--- config.mk ---
export PLATFORM = sky130hd
export DESIGN_NAME = phys_free_list
export DESIGN_NICKNAME = d
export VERILOG_FILES = /design/src/rtl/phys_free_list.sv
export SDC_FILE = /design/constraint.sdc
export NUM_CORES = 1
export LEC_CHECK = 0
export ABC_CLOCK_PERIOD_IN_PS = 4100
export BUFFER_PORTS_ARGS = -buffer_cell sky130_fd_sc_hd__buf_2
export CAP_MARGIN = 20
export CORE_MARGIN = 1
export CORE_UTILIZATION = 40
export CTS_CLUSTER_DIAMETER = 150
export DETAILED_ROUTE_END_ITERATION = 8
export GPL_TIMING_DRIVEN = 0
export PLACE_DENSITY_LB_ADDON = 0.15
export SYNTH_ARGS = -nofsm -noshare
export SYNTH_HDL_FRONTEND = slang
export SYNTH_SLANG_ARGS = --single-unit
export TNS_END_PERCENT = 20
--- constraint.sdc ---
create_clock -name clk -period 4.1 [get_ports clk]
set_input_delay 1.025 -clock clk [delete_from_list [all_inputs] [get_ports clk]]
set_output_delay 1.025 -clock clk [all_outputs]
set_load 0.01 [all_outputs]
--- src/rtl/phys_free_list.sv ---
// Free list of physical registers: two grants per cycle to rename, two releases per cycle from commit.
// Latency: grants are combinational from spec_head; pointer and entry updates land on the next edge.
// Backpressure: free_list_empty stalls the map stage when fewer free pregs remain than were requested.
module phys_free_list #(
    parameter int PHY_REGS  = 64,
    parameter int ARCH_REGS = 32,
    parameter int DEPTH     = PHY_REGS - ARCH_REGS,
    localparam int PW = $clog2(PHY_REGS),
    localparam int IW = $clog2(DEPTH),
    localparam int CW = IW + 1
) (
    input  logic          clk,
    input  logic          reset,
    input  logic          flush,
    input  logic          alloc_req1,
    input  logic          alloc_req2,
    input  logic          alloc_fire,
    output logic [PW-1:0] alloc_preg1,
    output logic [PW-1:0] alloc_preg2,
    output logic          free_list_empty,
    output logic [CW-1:0] free_count,
    input  logic          retire_rf_we1,
    input  logic          retire_rf_we2,
    input  logic [PW-1:0] retire_old_dest1,
    input  logic [PW-1:0] retire_old_dest2
);

    logic [PW-1:0] fifo [DEPTH];
    logic [CW-1:0] spec_head;
    logic [CW-1:0] commit_head;
    logic [CW-1:0] tail;

    logic [CW-1:0] spec_head_next;
    logic [CW-1:0] commit_head_next;
    logic [CW-1:0] req_cnt;
    logic [CW-1:0] ret_cnt;
    logic [IW-1:0] head_idx;
    logic [IW-1:0] tail_idx;
    logic          alloc_take;

    assign req_cnt  = CW'(alloc_req1) + CW'(alloc_req2);
    assign ret_cnt  = CW'(retire_rf_we1) + CW'(retire_rf_we2);
    assign head_idx = spec_head[IW-1:0];
    assign tail_idx = tail[IW-1:0];

    assign free_count      = tail - spec_head;
    assign free_list_empty = free_count < req_cnt;

    // A lone inst2 request takes the head entry, not head+1.
    assign alloc_preg1 = fifo[head_idx];
    assign alloc_preg2 = (alloc_req1 && alloc_req2) ? fifo[head_idx + IW'(1)] : fifo[head_idx];

    assign alloc_take       = alloc_fire && !free_list_empty && !flush;
    assign commit_head_next = commit_head + ret_cnt;

    always_comb begin
        spec_head_next = spec_head;
        if (flush) begin
            spec_head_next = commit_head_next;
        end else if (alloc_take) begin
            spec_head_next = spec_head + req_cnt;
        end
    end

    always_ff @(posedge clk or negedge reset) begin
        if (!reset) begin
            spec_head   <= '0;
            commit_head <= '0;
            tail        <= CW'(DEPTH);
        end else begin
            spec_head   <= spec_head_next;
            commit_head <= commit_head_next;
            tail        <= tail + ret_cnt;
        end
    end

    // Releases are packed: a lone slot2 release lands at tail, not tail+1.
    always_ff @(posedge clk or negedge reset) begin
        if (!reset) begin
            for (int i = 0; i < DEPTH; i++) begin
                fifo[i] <= PW'(ARCH_REGS + i);
            end
        end else begin
            if (retire_rf_we1) begin
                fifo[tail_idx] <= retire_old_dest1;
            end
            if (retire_rf_we2) begin
                fifo[retire_rf_we1 ? tail_idx + IW'(1) : tail_idx] <= retire_old_dest2;
            end
        end
    end

    a_commit_behind_spec: assert property (@(posedge clk) disable iff (!reset)
        CW'(spec_head - commit_head) <= CW'(DEPTH));
    a_count_bound: assert property (@(posedge clk) disable iff (!reset)
        free_count <= CW'(DEPTH));
    a_release_overflow: assert property (@(posedge clk) disable iff (!reset)
        (int'(free_count) + int'(ret_cnt)) <= DEPTH);

endmodule
==> results of run 1 <==
==> cell families after synthesis <==
group | share of synthesized area, %
multiplexers | 47.1
flip-flops | 37.4
AND/OR/NAND/NOR | 5.52
buffers and inverters | 3.27
AO/OA/AOI/OAI | 3.59
adder cells (fa/ha/maj) | 2.20
XOR/XNOR | 0.910
==> final cells by class <==
class                      instances  area, µm²  share of cell area (%)
tap                              461        577                    3.48
timing repair buffer              56        402                    2.42
clock buffer                      38        777                    4.69
sequential                       210       5400                    32.6
clock inverter                    12        164                   0.988
buffer                            84        503                    3.03
multi-input combinational        789       8690                    52.4
inverter                          18       73.8                   0.445
==> cell usage in the layout (no fill, tap or decap), types with 27 or more instances in the layout <==
master,Yosys,final
mux2_2,336,336
mux4_2,120,120
dfstp_2,113,113
dfrtp_1,97,94
nor2_1,70,70
nand2_1,60,60
buf_2,26,51
clkbuf_1,48,50
a21oi_1,39,36
clkbuf_16,0,27
==> worst paths after layout <==
check,endpoint,depth (start not counted)
worst max-delay path,alloc_preg2[4],8
worst min-delay path,commit_head[1]$_DFF_PN0_,1
worst max register to register,fifo[174]$_DFF_PN0_,9
worst min register to register,commit_head[5]$_DFF_PN0_,1
max in group asynchronous,fifo[6]$_DFF_PN0_,3
min in group clk,commit_head[5]$_DFF_PN0_,1
==> timing repair <==
action,in CTS,in global routing
resized for setup,49,18
setup buffers,8,8
pin swaps,5,3
endpoints found under the hold margin,0,0
endpoints found under the setup margin,16,13
gates cloned,1,0
==> metal layers <==
layer	GRT usage [%]	vias up	share of wire, %
met4	10.7	4	4.3
met1	37.7	5390	44
met3	4.39	95	6.2
met5	0	-	0.054
met2	41.4	362	45
li1	-	4352	-
==> stage by stage <==
step                total power [mW]  instances  instance area, µm²  hold WS (ns)
detailed placement              13.2       1603               15300         0.452
floorplan                       10.4       1103               14400         0.431
CTS                             16.4       1660               16500         0.230
global route                    17.5       1668               16600         0.238
global placement                13.1       1601               15200         0.447
finish                          16.7       1668               16600         0.241
==> report_power, final <==
part	switching [mW]	total, mW	internal, mW
logic	4.72	9.86	5.14
clock network	0.989	2.55	1.57
registers	0.831	4.32	3.49
total	6.54	16.7	10.2
==> sequential cells by signal, summed over array words and instances (netlist names) <==
name	cells
commit_head	6
spec_head	6
tail	6
fifo	192
==> cell usage after synthesis, types with 5 or more instances <==
cell | count | area (µm²)
mux2_2 | 336 | 3780
mux4_2 | 120 | 2700
dfstp_2 | 113 | 2970
dfrtp_1 | 97 | 2430
nor2_1 | 70 | 263
nand2_1 | 60 | 225
clkbuf_1 | 48 | 180
a21oi_1 | 39 | 195
mux2i_1 | 32 | 320
buf_2 | 26 | 130
ha_1 | 19 | 238
inv_1 | 15 | 56.3
nand3_1 | 15 | 75.1
o21ai_0 | 10 | 50.1
and2_1 | 8 | 50.1
xor2_1 | 8 | 70.1
buf_4 | 7 | 52.6
o211ai_1 | 7 | 52.6
o21a_1 | 7 | 52.6
xnor2_1 | 7 | 61.3
nor3_1 | 6 | 30.0
nor2b_1 | 5 | 31.3
==> metrics.txt, run 1 <==
status=complete, but fails checks; violated checks=setup timing; Core Region=0.0356 mm²; Final Hold Viols=0; Post-Syn Area=0.0144 mm²; top_reg_cell synth=dfstp_2; Worst slew margin=34.4%; Layout area overhead=14.9%; setup TNS=-0.840 ns; clock latency on the worst-skew pair=0.56 ns; die width=192 µm; initial antenna violation count=3; 1st-pass router iterations=5; delay-heaviest family, CP=multiplexers; first-pass GRT wire length=71000 µm; I/O Pins=39; fmax=235 MHz; Site Rows=69; Leak=6.59 nW; CP Capture Type=output pin; Pwr Density=1010 mW/mm²; Yosys cell types=50; crit path buf inv count=3; pre-CTS setup slack=-0.375 ns; final worst path period share=104%; worst setup path start=spec_head[1]$_DFFE_PN0P_; Max stage delay on crit path=0.57 ns; arrival time at the worst endpoint=3.23 ns; CTS Buffer Depth=3; Layout Skew=0.0128 ns; Period minus WS final=4.25 ns; Antenna Nets Post-Route=0; total global routing overflow=0; max_cap viols=0; drt drc=0; synthesized flop and latch total=210; Root Buffer=clkbuf_16; Vert. Die Dim=192 µm; proportion of layout cells with a drive suffix above 1=60.8%; H-tree depth=1; critical-path maximum fanout=8; nets=1229; EDFF count, synth=0; Post-CTS Hold Fix Bufs=0; ys async rst share=100%; Syn Nets=1146; Mapped Cells=1103; largest net degree at the start of global routing=114; CP Data Required Time=3.07 ns; # setup viols final=7; Routability Congestion=0.927; Peak VDD IR=0.583 mV; post-route setup slack=-0.153 ns; Worst R2R Start=tail[1]$_DFF_PN0_; # diodes=0; Mean Syn Cell Area=13.1 µm²; setup slack, reg-to-reg=0.82 ns; cts bufs inserted=27; Routed wire per std cell=28.9 µm; total track usage=26.9%; crit path launch type=flip-flop; die area=0.0369 mm²; Starting Density=40.6%; CP max stage cell=mux4_2; CTS tree=yes; Seq/Total Area, Yosys=37.4%; Total Routed Length=48200 µm; Critical Path, Cell by Cell=ha_4, buf_12, buf_12, mux4_2, mux4_2, mux2i_4, a21oi_2, buf_2; DP HPWL=35300 µm; Worst-Margin Slew=0.982 ns; Pins Over Slew Limit=0; Clk pin slew, worst setup/hold paths=0.06 ns; Tightest Hold Check Type=primary input to asynchronous set/reset pin; Synthesis Warnings=0; kind of critical path=flip-flop to output pin; RSZ-0062 raised after global routing=yes; vias=10203; final core occ=46.6%; routed vias/inst=6.12; vias in the first global route=9955; IO Port Bufs=37; Sinks on Clock Net=210; # fillers=3238; Initial DRC Count=854
Power figures use the tool's default switching activity.
==> run 2: changes to the inputs <==
ABC_CLOCK_PERIOD_IN_PS = 4200   (was 4100)
MAX_ROUTING_LAYER = met4   (was unset)
clock period = 4.2 ns   (was 4.1 ns; I/O delays follow)
==> run 2 against run 1 <==
  * The flow still finishes with violations (setup timing)
  * Worst setup slack better by 0.076 ns
  * Die area unchanged
  * Non-clock buffer count unchanged
  * Sequential power down 2%
  * Critical path depth unchanged
  * Count of clock-buffer cells in the layout unchanged
  * Via count down 0.71%
  * Routed wire length up 0.16%
  * Register-to-register slack better by 0.09 ns
  * Clock skew down 0.00096 ns
  * Critical endpoint unchanged
==> metrics.txt, run 2 (same netlist as run 1, synthesis figures left out) <==
Initial DRC Count=751 (-12%); Layout area overhead=14.8% (about the same); max FFs per register=192 (unchanged); Worst-Margin Slew=1.03 ns (+0.0483 ns); drt drc=0 (unchanged); Routed wire per std cell=28.9 µm (+0.10%); nets=1229 (unchanged); die width=192 µm (unchanged); largest net degree at the start of global routing=114 (unchanged); crit path launch type=flip-flop; # fillers=3231 (-0.22%); kind of critical path=flip-flop to output pin; post-route setup slack=-0.0770 ns (+0.0758 ns); Layout Skew=0.0119 ns (-0.000961 ns); Peak VDD IR=0.564 mV (-3.4%); Total Routed Length=48300 µm (+0.16%); CTS tree=yes; Antenna Nets Post-Route=0 (unchanged); Design Area, Final=0.0166 mm² (about the same); placed cell count=1603 (unchanged); critical-path maximum fanout=8 (unchanged); initial antenna violation count=1 (-2); commonest non-fill, non-tap cell in the layout=mux2_2; Reg with most FFs=fifo; proportion of layout cells with a drive suffix above 1=60.8% (unchanged); Pins Over Slew Limit=0 (unchanged); first-pass GRT wire length=71000 µm (about the same); routed vias/inst=6.07 (-0.77%); Core Region=0.0356 mm² (unchanged); fin cells=1669 (+0.060%); IO Port Bufs=37 (unchanged); max_cap viols=0 (unchanged); 1st-pass router iterations=5 (unchanged); total track usage=27.7% (+0.83 points); Clk pin slew, worst setup/hold paths=0.06 ns (about the same); die area=0.0369 mm² (unchanged); CP Data Required Time=3.15 ns (+0.08 ns); cts bufs inserted=27 (unchanged); Register Area=0.00540 mm² (unchanged); area of the multi-input gates=0.00868 mm² (about the same); fmax=234 MHz; Root Buffer=clkbuf_16; CTS Buffer Depth=3 (unchanged); clock latency on the worst-skew pair=0.55 ns (about the same); RSZ-0062 raised after global routing=yes; total global routing overflow=0 (unchanged); vias in the first global route=9922 (-0.33%); I/O Pins=39 (unchanged); # setup viols final=6 (-1); Final Hold Viols=0 (unchanged); Sinks on Clock Net=210 (unchanged); final worst path period share=102%; Worst slew margin=31.2% (-3.2 points); CP Capture Type=output pin; Leak=6.59 nW (about the same); placed inst area=0.0153 mm² (unchanged); DP HPWL=35300 µm (unchanged); Tightest Hold Check Type=primary input to asynchronous set/reset pin; Routability Congestion=0.945 (+1.9%); vias=10131 (-0.71%); Pwr Density=984 mW/mm² (-2.5%); Site Rows=69 (unchanged); H-tree depth=1 (unchanged); commonest non-fill, non-tap cells in the layout=336 x mux2_2, 120 x mux4_2, 113 x dfstp_2; status=complete, but fails checks; Starting Density=40.6% (unchanged); arrival time at the worst endpoint=3.23 ns (about the same); violated checks=setup timing; Period minus WS final=4.28 ns; Vert. Die Dim=192 µm (unchanged)
==> run 2: where the power goes <==
group | switching, mW | internal, mW | total (mW)
clock network | 0.960 | 1.53 | 2.49
registers | 0.816 | 3.41 | 4.23
logic | 4.59 | 5.01 | 9.60
==> run 2: layer usage <==
metal	wire, µm	up-vias	track usage, %
li1	-	4351	-
met1	21600	5359	38.2
met2	22300	337	42.0
met3	2570	84	3.65
met4	1860	0	9.54
met5	0	-	-
==> run 2: final timing paths <==
kind	depth (start not counted)	slack, ns	to	from
worst max register to register	9	0.91	fifo[174]$_DFF_PN0_	tail[1]$_DFF_PN0_
worst min register to register	1	0.46	commit_head[5]$_DFF_PN0_	commit_head[5]$_DFF_PN0_
min in group clk	1	0.46	commit_head[5]$_DFF_PN0_	commit_head[5]$_DFF_PN0_
worst min-delay path	1	0.27	commit_head[1]$_DFF_PN0_	reset
max in group asynchronous	3	2.66	fifo[92]$_DFF_PN0_	reset
worst max-delay path	8	-0.08	alloc_preg2[4]	spec_head[1]$_DFFE_PN0P_
==> run 2: area by class of cell <==
cell class                      count  share of cell area, %
Multi-Input combinational cell    789                   52.4
Tap cell                          461                   3.48
Sequential cell                   210                   32.6
Inverter                           18                  0.445
Antenna cell                        1                 0.0151
Clock buffer                       38                   4.69
Timing Repair Buffer               56                   2.42
Clock inverter                     12                  0.989
Buffer                             84                   3.00
==> run 2: stage by stage <==
step	power [mW]	setup slack (ns)	setup TNS, ns	hold WS, ns	utilization (%)
after floorplan	10.1	0.352	0	0.431	-
after global placement	12.8	-1.93	-241.40	0.447	42.7
after detailed placement	12.9	-0.300	-0.311	0.452	42.9
after CTS	16.0	-0.0644	-0.400	0.255	46.3
after global routing	17.0	-0.0932	-0.567	0.263	46.6
final	16.3	-0.0770	-0.356	0.273	46.6
==> run 2: what timing repair did <==
item	4_1_cts	5_1_grt
hold buffers	0	0
setup buffers	8	8
setup endpoints to repair	15	8
resized for setup	49	17
cloned	1	0
pin swaps	5	5
==> run 2: worst max-delay path, cell delays in order (launching register included) <==
cell,delay (ns)
dfrtp_2,0.46
ha_4,0.34
buf_12,0.15
buf_12,0.15
mux4_2,0.55
mux4_2,0.58
mux2i_4,0.22
a21oi_2,0.07
buf_2,0.14
